$ cat src/rtl/tdm_pkg.sv
// Shared constants, FSM state type and channel slice helper for the TDM demux.
// Pure definitions; no latency or flow control.
package tdm_pkg;

  localparam int NUM_CH = 4;
  localparam int SLOT_W = 2;

  typedef enum logic {
    HUNT,
    RUN
  } tdm_state_e;

  // Low bit index of channel c inside a packed NUM_CH*w output word.
  function automatic int ch_lo(input int c, input int w);
    return c * w;
  endfunction

endpackage

$ cat src/rtl/tdm_demux4_slot_dec2to4.sv
// 2-to-4 one-hot slot decoder; all-zero while enable is low.
// Combinational, zero latency; no flow control.
module slot_dec2to4 (
  input  logic [1:0] slot,
  input  logic       enable,
  output logic [3:0] onehot
);

  assign onehot = enable ? (4'b0001 << slot) : 4'b0000;

endmodule

$ cat src/rtl/tdm_demux4.sv
// 1-bit TDM stream to four parallel WIDTH-bit words; valid pulses 1 clk after the last bit.
// No backpressure: en paces the line, words are presented once with a single-cycle valid.
module tdm_demux4
  import tdm_pkg::*;
#(
  parameter int WIDTH = 8
) (
  input  logic                    clk,
  input  logic                    rst,
  input  logic                    en,
  input  logic                    sync,
  input  logic                    din,
  output logic [NUM_CH*WIDTH-1:0] dout,
  output logic                    dout_valid,
  output logic [NUM_CH-1:0]       slot_dec,
  output logic                    locked,
  output logic                    sync_err
);

  localparam int BC_W = $clog2(WIDTH);

  tdm_state_e        state;
  logic [SLOT_W-1:0] slot;
  logic [BC_W-1:0]   bitcnt;
  logic [WIDTH-1:0]  sh [NUM_CH];
  logic [NUM_CH-1:0] slot_oh;

  assign locked   = (state == RUN);
  assign slot_dec = slot_oh;

  // One decode serves both the observable slot and the shift-register enables.
  slot_dec2to4 u_dec (
    .slot   (slot),
    .enable (locked),
    .onehot (slot_oh)
  );

  always_ff @(posedge clk) begin
    if (rst) begin
      state      <= HUNT;
      slot       <= '0;
      bitcnt     <= '0;
      dout       <= '0;
      dout_valid <= 1'b0;
      sync_err   <= 1'b0;
      for (int c = 0; c < NUM_CH; c++) sh[c] <= '0;
    end else begin
      dout_valid <= 1'b0;
      sync_err   <= 1'b0;
      if (en) begin
        case (state)
          HUNT: begin
            if (sync) begin
              sh[0]  <= {{(WIDTH-1){1'b0}}, din};
              slot   <= SLOT_W'(1);
              bitcnt <= '0;
              state  <= RUN;
            end
          end
          RUN: begin
            if (sync && (slot != '0)) begin
              // Realign: the sync sample becomes slot 0 of a fresh word.
              sync_err <= 1'b1;
              for (int c = 1; c < NUM_CH; c++) sh[c] <= '0;
              sh[0]  <= {{(WIDTH-1){1'b0}}, din};
              slot   <= SLOT_W'(1);
              bitcnt <= '0;
            end else begin
              for (int c = 0; c < NUM_CH; c++) begin
                if (slot_oh[c]) sh[c] <= {sh[c][WIDTH-2:0], din};
              end
              slot <= slot + 1'b1;
              if (slot == SLOT_W'(NUM_CH-1)) begin
                if (bitcnt == BC_W'(WIDTH-1)) begin
                  for (int c = 0; c < NUM_CH-1; c++) begin
                    dout[ch_lo(c, WIDTH) +: WIDTH] <= sh[c];
                  end
                  dout[ch_lo(NUM_CH-1, WIDTH) +: WIDTH] <= {sh[NUM_CH-1][WIDTH-2:0], din};
                  dout_valid <= 1'b1;
                  bitcnt     <= '0;
                end else begin
                  bitcnt <= bitcnt + 1'b1;
                end
              end
            end
          end
          default: state <= HUNT;
        endcase
      end
    end
  end

endmodule

$ cat config.mk
export PLATFORM = sky130hd
export DESIGN_NAME = tdm_demux4
export DESIGN_NICKNAME = d
export VERILOG_FILES = /design/src/rtl/tdm_pkg.sv /design/src/rtl/tdm_demux4_slot_dec2to4.sv /design/src/rtl/tdm_demux4.sv
export SDC_FILE = /design/constraint.sdc
export NUM_CORES = 1
export LEC_CHECK = 0
export BUFFER_PORTS_ARGS = -buffer_cell sky130_fd_sc_hd__buf_2
export CORE_MARGIN = 3
export CORE_UTILIZATION = 50
export CTS_CLUSTER_SIZE = 14
export DETAILED_ROUTE_END_ITERATION = 6
export GPL_TIMING_DRIVEN = 0
export PLACE_DENSITY = 0.79
export SYNTH_ARGS = -nofsm -noshare
export SYNTH_HDL_FRONTEND = slang
export SYNTH_SLANG_ARGS = --single-unit
$ cat constraint.sdc
create_clock -name clk -period 2.6 [get_ports clk]
set_input_delay 0.52 -clock clk [delete_from_list [all_inputs] [get_ports clk]]
set_output_delay 0.52 -clock clk [all_outputs]
set_load 0.005 [all_outputs]
Yosys cells after proc, flatten, opt, wreduce, memory -nomap -nowiden
Memory sizes are Yosys's and may differ from the RTL's.
Cells that the tools add are included.
- RAM bits: 32
- bits in registers: 40
- output and inout port bits: 39
- bits of input ports: 5
- memories kept: 1
- logic and storage cells: 89
- memory list (memory ; words ; width ; rd ports ; clocked after Yosys merged registers in ; wr ports ; RTL line ; RTL):
    sh ; 4 ; 8 ; 4 ; 0 ; 4 ; tdm_demux4.sv:25 ; logic [WIDTH-1:0] sh [NUM_CH];
- equal/unequal tests: 4
- bitwise gates (word level): 13
- shift operators: 1
- muxes and demuxes: 56
- add/sub/neg operators: 2
- reduce and logical (&&, ||, !) cells: 6
- operator list (operator ; number):
    8-bit 2-to-1 mux ; 9
    1-bit 2-to-1 mux ; 38
    3-bit 2-to-1 mux ; 4
    1-bit bitwise OR ; 9
    3-bit one-hot mux with 2 select lines ; 1
    5-bit AND reduction ; 1
    5-bit OR reduction ; 1
    2-bit 2-to-1 mux ; 2
    4-bit 2-to-1 mux ; 1
    1-bit NOT ; 4
    2-bit one-hot mux with 2 select lines ; 1
    1-bit by 2-bit left shift with 4-bit output, first input constant ; 1
    3-bit by 1-bit adder with 3-bit output, second input constant ; 1
    3-bit == test, second input constant ; 1
    3-bit by 1-bit != test with 1-bit output, second input constant ; 1
    3-bit AND reduction ; 1
    2-bit by 1-bit adder with 2-bit output, second input constant ; 1
    2-bit == test, second input constant ; 1
    2-bit != test, second input constant ; 1
    2-bit AND reduction ; 1
    2-bit nonzero test ; 1
    1-bit logical AND ; 1

Logic depth before layout (Yosys ltp)
Gate-level depths: netlist (run 1).
- word-level depth: 9
- gate-level depth with buffers: 9
- gate-level depth less buffers: 6

By module
From an unflattened synthesis (run 1), not the netlist that was laid out.
- cells, all modules: 294
- area, all modules: 2882.8 um^2
- by module, submodules not included (module ; seq. area each (um^2) ; cells an instance ; area each (um^2) ; instances):
    tdm_demux4 ; 1581.5 ; 290 ; 2845.2 ; 1
    slot_dec2to4 ; 0.0 ; 4 ; 37.5 ; 1

Worst setup path after synthesis (run 1)
No wires, ideal clock.
- path type: register to register
- start point: register slot[0]
- end point: memory sh[1][0], enable pin
- stages on the path, launching flop included: 8
- setup time: 0.294 ns
- data arrival time: 1.664 ns
- setup slack: 0.642 ns
- cell sequence: dfxtp_1 -> inv_1 -> ha_1 -> nand2b_1 -> buf_4 -> and3_1 -> buf_2 -> or3_1
- RTL lines (element ; RTL line ; RTL):
    from (decl) ; tdm_demux4.sv:23 ; logic [SLOT_W-1:0] slot;
    from (signal assigned) ; tdm_demux4.sv:72 ; slot <= slot + 1'b1;
    to (decl) ; tdm_demux4.sv:25 ;

==> results of run 1 <==
synthesized netlist by cell type:
cell,count
nor2b_1,3
and3b_1,2
a22oi_1,7
and2_0,1
nor2_1,11
a32oi_1,1
a21oi_2,1
o21ai_0,4
nand4_1,2
mux2_4,1
nand3_1,2
inv_1,2
dfxtp_1,55
buf_6,4
and4_1,1
o21a_1,1
nand2b_1,3
clkbuf_1,7
and2_2,1
ha_1,6
a22o_1,2
nor3_4,1
nand2_1,74
a21oi_1,43
and2_1,19
nor3_1,1
or3_1,1
buf_2,5
a211oi_1,1
buf_4,4
edfxtp_1,16
a21boi_0,1
nand3b_1,8
and3_1,3
cells by family after synthesis:
kind of cell | count (synthesis)
adder cells (fa/ha/maj) | 6
AO/OA/AOI/OAI | 61
buffers and inverters | 22
flip-flops | 71
AND/OR/NAND/NOR | 133
multiplexers | 1
metrics by stage:
step                hold slack (ps)  utilization (%)  area (um2)  setup slack (ps)  std cells
CTS                             455             63.4        3340               427        422
floorplan                       432                -        2800               642        294
global placement                440             58.7        3090               486        406
detailed placement              443             58.7        3090               441        406
finish                          452             63.4        3340               431        422
global route                    481             63.4        3340               270        422
routing by layer:
metal	share of wire, %	GRT usage [%]
met3	4.5	4.32
met1	47	23.6
met5	0	0
met4	3.2	12.5
met2	45	29.5
power groups by stage:
stage / clock network (mW) / registers (mW) / logic [mW]
CTS: 1.03 / 1.15 / 0.0745
global placement: 0 / 1.17 / 0.0724
global route: 1.07 / 1.15 / 0.0828
detailed placement: 0 / 1.17 / 0.0739
floorplan: 0 / 1.17 / 0.0511
finish: 1.01 / 1.15 / 0.0745
sequential cells by signal, summed over array words and instances, names as in the netlist:
| signal | flops |
|---|---|
| dout | 32 |
| sh | 31 |
| bitcnt | 3 |
| slot | 2 |
| dout_valid | 1 |
| locked | 1 |
| sync_err | 1 |
worst min-delay path by stage:
| stage | from | to | slack [ps] |
|---|---|---|---|
| after floorplan | sh[2][7] | dout[23] | 430 |
| after global placement | dout[21] | dout[21] | 440 |
| after detailed placement | dout[13] | dout[13] | 440 |
| after CTS | dout[9] | dout[9] | 450 |
| after global routing | dout[13] | dout[13] | 480 |
| final | dout[9] | dout[9] | 450 |
worst max-delay path: stages, from the launching register on:
cell and delay (ps):
dfxtp_1 370, inv_1 100, ha_1 270, nand2b_1 160, buf_4 170, and3_1 160, buf_2 160, or3_1 490
layout make-up:
| type | count | area, um2 | share of cell area (%) |
|---|---|---|---|
| multi-input cells | 201 | 1080 | 32.3 |
| well taps | 70 | 87.6 | 2.62 |
| repair buffers | 42 | 210 | 6.29 |
| inverters | 2 | 7.51 | 0.225 |
| flip-flops and latches | 71 | 1580 | 47.3 |
| plain buffers | 20 | 126 | 3.78 |
| clock buffers | 13 | 224 | 6.70 |
| clock inverters | 3 | 23.8 | 0.712 |
==> metrics.cfg, run 1 <==
[grt]
antenna_found_initial=0
grt_max_degree=14
grt_pass1_wl_um=9320
grt_usage_pct=18.9
grt_pass1_vias=2061
gr-total-overflow=0

[yosys]
yosysWarningCount=0
synthAdderAreaFrac_pct=2.69
muxShareOfSynthArea_pct=0.537
synth_xor_area_share_pct=0
synthTopCellsByArea=dfxtp_1 (39%), edfxtp_1 (17%), nand2_1 (9.9%), a21oi_1 (7.7%), and2_1 (4.3%)
syn_area_um2=2800
synth_top_area_share_pct=39.4
ys_seq_area_share_pct=56.6
synth_cell_type_count=34
yosys.area_share.simple_pct=23.1
synth-compound-area-share_pct=12.4
synth_top_family_by_area=simple AND/OR/NAND/NOR gates
netlist_instances=294
avgSynthCellArea_um2=9.51
yosys.area.top_type=dfxtp_1
synth_fp_nets=305
ys_seq_elements=71

[clock_tree]
h-tree-depth=3
cts_buffer_depth=2
holdBufCountCts=0
cts_sinks=71
cts_tree=yes
post_cts_buffers=0
numCtsBuffers=9
clk_latency_ps=350
cts.reportedPaths.clkPinSlew_ps=70
ctsResizeCount=0
root_buffer=clkbuf_8

[finish]
final_cell_mix=nand2_1 (74), dfxtp_1 (55), buf_2 (47), a21oi_1 (43), and2_1 (19)
syn_to_final_growth_pct=19.5
layout_commonest_cell=nand2_1
n_antenna_cell=0
n_fill_cell=455
final_layout_size_suffix_gt1_share_pct=21.3
final_nets=358

[worst_setup_path]
crit_type=reg -> reg
worstPathArrival_ps=2210
cp_max_fo=10
critPathLaunchType=register
r2r_end=sh[1][0]
crit_start=slot[0]
reg2reg_depth=7
cp-endpoint=sh[1][0]
required_ps=2640
rrSetupSlack_ps=430
r2r-start=slot[0]
endpoint_kind=register

[power_and_ir_drop]
p_clk_share_pct=45.3
p_int_mw=1.75
peakVddDrop_v=0.000298
powerDensity_nw_per_um2=668
p_leak_nw=1.37
p_comb_share_pct=3.3
p_total_mw=2.23
netSwitchingPower_mw=0.485
seqPwrFrac_pct=51.4
p_sw_share_pct=21.7

[sta]
slew_viol_final=0
setup-tns-final_ps=0
final.min_clock_period_ps=2170
hold_violations=0
rsz0062_at_grt=false
worst_pin_slew_ps=565
fin_skew_ps=8.86
slew_headroom_pct=62.3
max_freq_mhz=461
setup_viol=0
timing.final.crit_share_pct=83.4

[route]
drc=0
drtIter0Drc=111
wirelength_um=5570
ant_nets=0
wire_per_inst_um=13.2
routed_via_density=5.15
vias=2172
dr.pass1.iters=4

[place]
hpwlAfterDp_um=3820
place_congestion=0.851
io_buffers=42

[floorplanning]
initial_core_util_pct=53.0
dieArea_um2=6520
die-height_um=80.8
placementRows=26
io-pin-count=44
core_um2=5270
die_w_um=80.8

[worst_hold_path]
hold_class=reg -> reg
min_path_cells=2

[status]
status=completed

[run]
max_cap_violations=0

(Power assumes the default switching activity.)
==> run 2: changes to the inputs <==
PLACE_DENSITY = 0.82   (was 0.79)
clock period = 1.8 ns   (was 2.6 ns; I/O delays follow)
==> run 2 against run 1 <==
  * Clock-buffer cell count did not move
  * Largest power group unchanged
  * Clock skew decreased by 0.68 ps
  * First-iteration DRC count is 27% higher
  * Die area did not move
  * Register-to-register slack worse by 370 ps
  * Critical endpoint is now sh[1][2]
==> metrics.cfg, run 2 (synthesis gave the netlist of run 1 again) <==
[place]
dpl.cell_count=406  ; unchanged
dpl-instance-area_um2=3120  ; was 3090 um2
hpwlAfterDp_um=3980  ; was 3820 um
place_congestion=0.795  ; was 0.851
io_buffers=42  ; unchanged

[floorplanning]
io-pin-count=44  ; unchanged
core_um2=5270  ; unchanged
placementRows=26  ; unchanged
die_w_um=80.8  ; unchanged
die-height_um=80.8  ; unchanged
dieArea_um2=6520  ; unchanged
initial_core_util_pct=53.0  ; unchanged

[run]
max_cap_violations=0  ; unchanged

[finish]
fin_cells=429  ; was 422
multi_input_area_um2=1120  ; was 1080 um2
syn_to_final_growth_pct=21.8  ; was 19.5%
final_cell_mix=nand2_1 (74), dfxtp_1 (53), buf_2 (45), a21oi_1 (43), and2_1 (19)  ; was nand2_1 (74), dfxtp_1 (55), buf_2 (47), a21oi_1 (43), and2_1 (19)
largestRegisters=dout x32, sh x31, bitcnt x3  ; unchanged
n_antenna_cell=0  ; unchanged
largest_reg_flops=32  ; unchanged
utilization_pct=64.6  ; was 63.4%
fin_area_um2=3410  ; was 3340 um2
top_register=dout  ; unchanged
final_nets=365  ; was 358
n_fill_cell=455  ; unchanged
seqCellArea_um2=1590  ; was 1580 um2
layout_commonest_cell=nand2_1  ; unchanged
final_layout_size_suffix_gt1_share_pct=24.5  ; was 21.3%

[clock_tree]
root_buffer=clkbuf_8  ; unchanged
h-tree-depth=3  ; unchanged
clk_latency_ps=340  ; was 350 ps
cts_tree=yes  ; unchanged
numCtsBuffers=9  ; unchanged
cts.reportedPaths.clkPinSlew_ps=80  ; was 70 ps
cts_buffer_depth=2  ; unchanged
cts_sinks=71  ; unchanged

[route]
dr_wl_met3_um=251  ; unchanged
wire_per_inst_um=13.7  ; was 13.2 um
drc=0  ; unchanged
dr.pass1.iters=4  ; unchanged
routed_via_density=5.20  ; was 5.15
drtIter0Drc=141  ; was 111
vias=2231  ; was 2172
wl_met1_um=2830  ; was 2620 um
route.top_layer_used=met4  ; unchanged
wl_met2_um=2710  ; was 2520 um
ant_nets=0  ; unchanged
wirelength_um=5880  ; was 5570 um

[grt]
grt_usage_pct=19.3  ; was 18.9%
grt_pass1_vias=2055  ; was 2061
grt_pass1_wl_um=9650  ; was 9320 um
grt_max_degree=13  ; was 14
antenna_found_initial=0  ; unchanged
gr-total-overflow=0  ; unchanged

[sta]
slew_viol_final=0  ; unchanged
timing.final.crit_share_pct=96.6  ; was 83.4%
fin_skew_ps=8.17  ; was 8.86 ps
final.min_clock_period_ps=1740  ; was 2170 ps
worst_pin_slew_ps=546  ; was 565 ps
hold_violations=0  ; unchanged
slew_headroom_pct=63.6  ; was 62.3%
setup_viol=0  ; unchanged
rsz0062_at_grt=false  ; unchanged
max_freq_mhz=575  ; was 461 MHz
setup-tns-final_ps=0  ; unchanged

[status]
status=completed  ; unchanged

[worst_setup_path]
critPathLaunchType=register  ; unchanged
reg2reg_depth=6  ; was 7
max_stage_delay_ps=440  ; was 490 ps
r2r-start=slot[0]  ; unchanged
cp_max_fo=10  ; unchanged
required_ps=1880  ; was 2640 ps
endpoint_kind=register  ; unchanged
crit_type=reg -> reg  ; unchanged
rrSetupSlack_ps=60  ; was 430 ps
path_cells=inv_4 > ha_4 > nand2b_1 > buf_6 > and3_4 > or3_4  ; was inv_1 > ha_1 > nand2b_1 > buf_4 > and3_1 > buf_2 > or3_1
r2r_end=sh[1][2]  ; was sh[1][0]
worstPathArrival_ps=1810  ; was 2210 ps
cp_slowest_cell=or3_4  ; was or3_1

[power_and_ir_drop]
p_total_mw=3.08  ; was 2.23 mW
peakVddDrop_v=0.000505  ; was 0.000298 V
p_leak_nw=1.39  ; was 1.37 nW
powerDensity_nw_per_um2=903  ; was 668 nW/um2

[worst_hold_path]
hold_end=sh[2][0]  ; was dout[9]
hold_class=in -> reg  ; was reg -> reg
min_path_cells=3  ; was 2
min-delay-start=din  ; was dout[9]

==> run 2: critical path: cells and delay by family (launching register included) <==
family                   cells  cell delay (ps)
AND/OR/NAND/NOR              3              750
buffers and inverters        2              190
adder cells (fa/ha/maj)      1              170
flip-flops                   1              370
==> run 2: metrics by stage <==
step                setup slack, ps  hold WS, ps
global route                   2.57          354
detailed placement             -104          444
finish                         61.6          327
floorplan                      2.04          432
global placement              -88.3          439
CTS                            12.8          321
==> run 2: worst max path at each step <==
stage                       start  endpoint  cells past startpoint
final                     slot[0]  sh[1][2]                      6
after global routing      slot[1]  sh[1][7]                      6
after floorplan           slot[0]  sh[1][0]                      7
after CTS                 slot[0]  dout[30]                      8
after global placement    slot[0]  sh[1][5]                      7
after detailed placement  slot[0]  sh[1][2]                      7
==> run 2: cell type report <==
class                           count  share of cell area [%]
Buffer                             19                    3.75
Clock buffer                       13                    5.62
Inverter                            2                   0.294
Clock inverter                      3                   0.588
Tap cell                           70                    2.57
Sequential cell                    71                    46.7
Timing Repair Buffer               49                    7.71
Multi-Input combinational cell    202                    32.8
==> run 2: repair_timing <==
item                       in CTS  in global routing
hold buffers                    0                  0
resized for setup               2                  5
setup endpoints to repair       8                 38
setup buffers                   3                  4
gates cloned                    0                  1
pin swaps                       2                  2
==> run 2: where the power goes <==
| part | internal, mW | switching (mW) | leakage [nW] |
|---|---|---|---|
| combinational | 0.0497 | 0.0765 | 0.674 |
| clock | 0.708 | 0.586 | 0.110 |
| sequential | 1.64 | 0.0129 | 0.611 |
| total | 2.40 | 0.676 | 1.39 |
==> run 2: routing by layer <==
metal,up-vias,GRT usage (%)
met5,-,0
met4,0,8.28
met3,10,3.99
met2,52,29.6
met1,1053,26.5
li1,1116,-
==> run 3: changes to the inputs <==
CTS_BUF_LIST = sky130_fd_sc_hd__clkbuf_4   (was not set)
HOLD_SLACK_MARGIN = 0.15   (was not set)
REMOVE_ABC_BUFFERS = 1   (was not set)
==> run 3 against run 2 <==
  * Clock power fell by 12%
  * Sequential cell count did not move
  * Total power shrank 5.8%
  * Die area is the same
  * Fmax shrank 2.1%
  * Clock-buffer cell count shrank 3
  * Sequential share of layout area up 2.5 points
  * Final cell count is 4.7% lower
  * Wire length shrank 0.82%
  * Clock skew grew 5.8 ps
  * Critical endpoint is now slot_dec[2]
  * Highest routed layer unchanged
==> metrics.cfg, run 3 (synthesis gave the netlist of run 1 again) <==
[finish]
n_fill_cell=463  ; was 455
layout_commonest_cell=nand2_1  ; unchanged
n_antenna_cell=0  ; unchanged
largest_reg_flops=32  ; unchanged
top_register=dout  ; unchanged
final_cell_mix=nand2_1 (74), dfxtp_1 (53), a21oi_1 (43), buf_2 (42), and2_1 (19)  ; was nand2_1 (74), dfxtp_1 (53), buf_2 (45), a21oi_1 (43), and2_1 (19)
final_nets=345  ; was 365
largestRegisters=dout x32, sh x31, bitcnt x3  ; unchanged
syn_to_final_growth_pct=15.4  ; was 21.8%
final_layout_size_suffix_gt1_share_pct=22.1  ; was 24.5%

[worst_setup_path]
crit_type=reg -> out  ; was reg -> reg
critPathLaunchType=register  ; unchanged
cp_max_fo=4  ; was 10
required_ps=1440  ; was 1880 ps
endpoint_kind=output pin  ; was register
rrSetupSlack_ps=30  ; was 60 ps
worstPathArrival_ps=1420  ; was 1810 ps

[floorplanning]
io-pin-count=44  ; unchanged
die-height_um=80.8  ; unchanged
placementRows=26  ; unchanged
die_w_um=80.8  ; unchanged
initial_core_util_pct=53.0  ; unchanged
core_um2=5270  ; unchanged
dieArea_um2=6520  ; unchanged

[place]
hpwlAfterDp_um=3500  ; was 3980 um
place_congestion=0.707  ; was 0.795
io_buffers=43  ; was 42

[grt]
grt_pass1_vias=1973  ; was 2055
grt_pass1_wl_um=9040  ; was 9650 um
grt_usage_pct=18.3  ; was 19.3%
antenna_found_initial=0  ; unchanged
gr-total-overflow=0  ; unchanged
grt_max_degree=53  ; was 13

[sta]
timing.final.crit_share_pct=98.6  ; was 96.6%
setup-tns-final_ps=0  ; unchanged
setup_viol=0  ; unchanged
hold_violations=0  ; unchanged
fin_skew_ps=13.9  ; was 8.17 ps
slew_viol_final=0  ; unchanged
hold_ws_ps=221  ; was 327 ps
final.min_clock_period_ps=1780  ; was 1740 ps
max_freq_mhz=563  ; was 575 MHz
rsz0062_at_grt=true  ; was false
worst_pin_slew_ps=541  ; was 546 ps
slew_headroom_pct=64.0  ; was 63.6%

[clock_tree]
numCtsBuffers=9  ; unchanged
cts_buffer_depth=2  ; unchanged
cts_sinks=71  ; unchanged
cts_tree=yes  ; unchanged
holdBufCountCts=0  ; unchanged
root_buffer=clkbuf_4  ; was clkbuf_8
h-tree-depth=3  ; unchanged
clk_latency_ps=410  ; was 340 ps
cts.reportedPaths.clkPinSlew_ps=120  ; was 80 ps

[power_and_ir_drop]
p_leak_nw=1.30  ; was 1.39 nW
powerDensity_nw_per_um2=898  ; was 903 nW/um2
peakVddDrop_v=0.000473  ; was 0.000505 V
p_total_mw=2.90  ; was 3.08 mW

[status]
status=completed  ; unchanged

[route]
ant_nets=0  ; unchanged
drtIter0Drc=154  ; was 141
dr.pass1.iters=4  ; unchanged
wirelength_um=5830  ; was 5880 um
wire_per_inst_um=14.2  ; was 13.7 um
routed_via_density=5.31  ; was 5.20
vias=2171  ; was 2231
drc=0  ; unchanged

[worst_hold_path]
hold_class=in -> reg  ; unchanged

[run]
max_cap_violations=0  ; unchanged

-- run 3: changes by cell type in the layout (fill, tap and decap cells not counted), sizes merged --
cell / change
and3: -1
and4: +1
buf: -13
bufinv: +2
clkbuf: -11
clkinvlp: +1
nand2b: +1
-- run 3: worst max-delay path, cell delays in order, from the launching register on --
cell and delay (ps):
dfxtp_2 370, inv_1 90, ha_1 240, and2_1 170
buf_2 120
-- run 3: cell type report --
type | count | area [um2] | area share [%]
clock buffers | 10 | 75.1 | 2.33
clock inverters | 6 | 83.8 | 2.60
inverters | 2 | 7.51 | 0.233
multi-input cells | 203 | 1130 | 35.1
flip-flops and latches | 71 | 1580 | 49.1
well taps | 70 | 87.6 | 2.72
repair buffers | 47 | 255 | 7.91
-- run 3: path summary, 6_finish.rpt --
check             cells past startpoint  startpoint          end
setup / recovery                      4     slot[0]  slot_dec[2]
hold / removal                        3         din     sh[2][0]
setup reg to reg                      5     slot[0]     sh[1][3]
hold reg to reg                       2     dout[0]      dout[0]
-- run 3: repair_timing --
item | in CTS | in global routing
resized for setup | 12 | 2
buffers inserted | 2 | 1
setup endpoints to repair | 78 | 42
pin swaps | 2 | 1
cloned | 0 | 2
-- run 3: metrics by stage --
| step | util [%] | instances | instance area [um2] | worst slack [ps] |
|---|---|---|---|---|
| after floorplan | - | 274 | 2670 | -303 |
| after global routing | 61.2 | 409 | 3230 | -55.0 |
| after CTS | 60.6 | 406 | 3200 | 13.8 |
| final | 61.2 | 409 | 3230 | 24.6 |
| after global placement | 56.4 | 387 | 2970 | -1060 |
| after detailed placement | 56.7 | 388 | 2990 | -791 |
-- run 3: metal layers --
| metal | vias up | global-route usage (%) | share of wire, % |
|---|---|---|---|
| met3 | 14 | 4.99 | 6.2 |
| met5 | - | 0 | 0 |
| met2 | 63 | 30.4 | 48 |
| li1 | 1079 | - | - |
| met4 | 0 | 8.61 | 2.2 |
| met1 | 1015 | 22.2 | 44 |
-- run 3: report_power, final --
part | internal, mW | switching, mW
logic | 0.0393 | 0.0708
registers | 1.65 | 0.0151
clock network | 0.575 | 0.551
total | 2.26 | 0.637
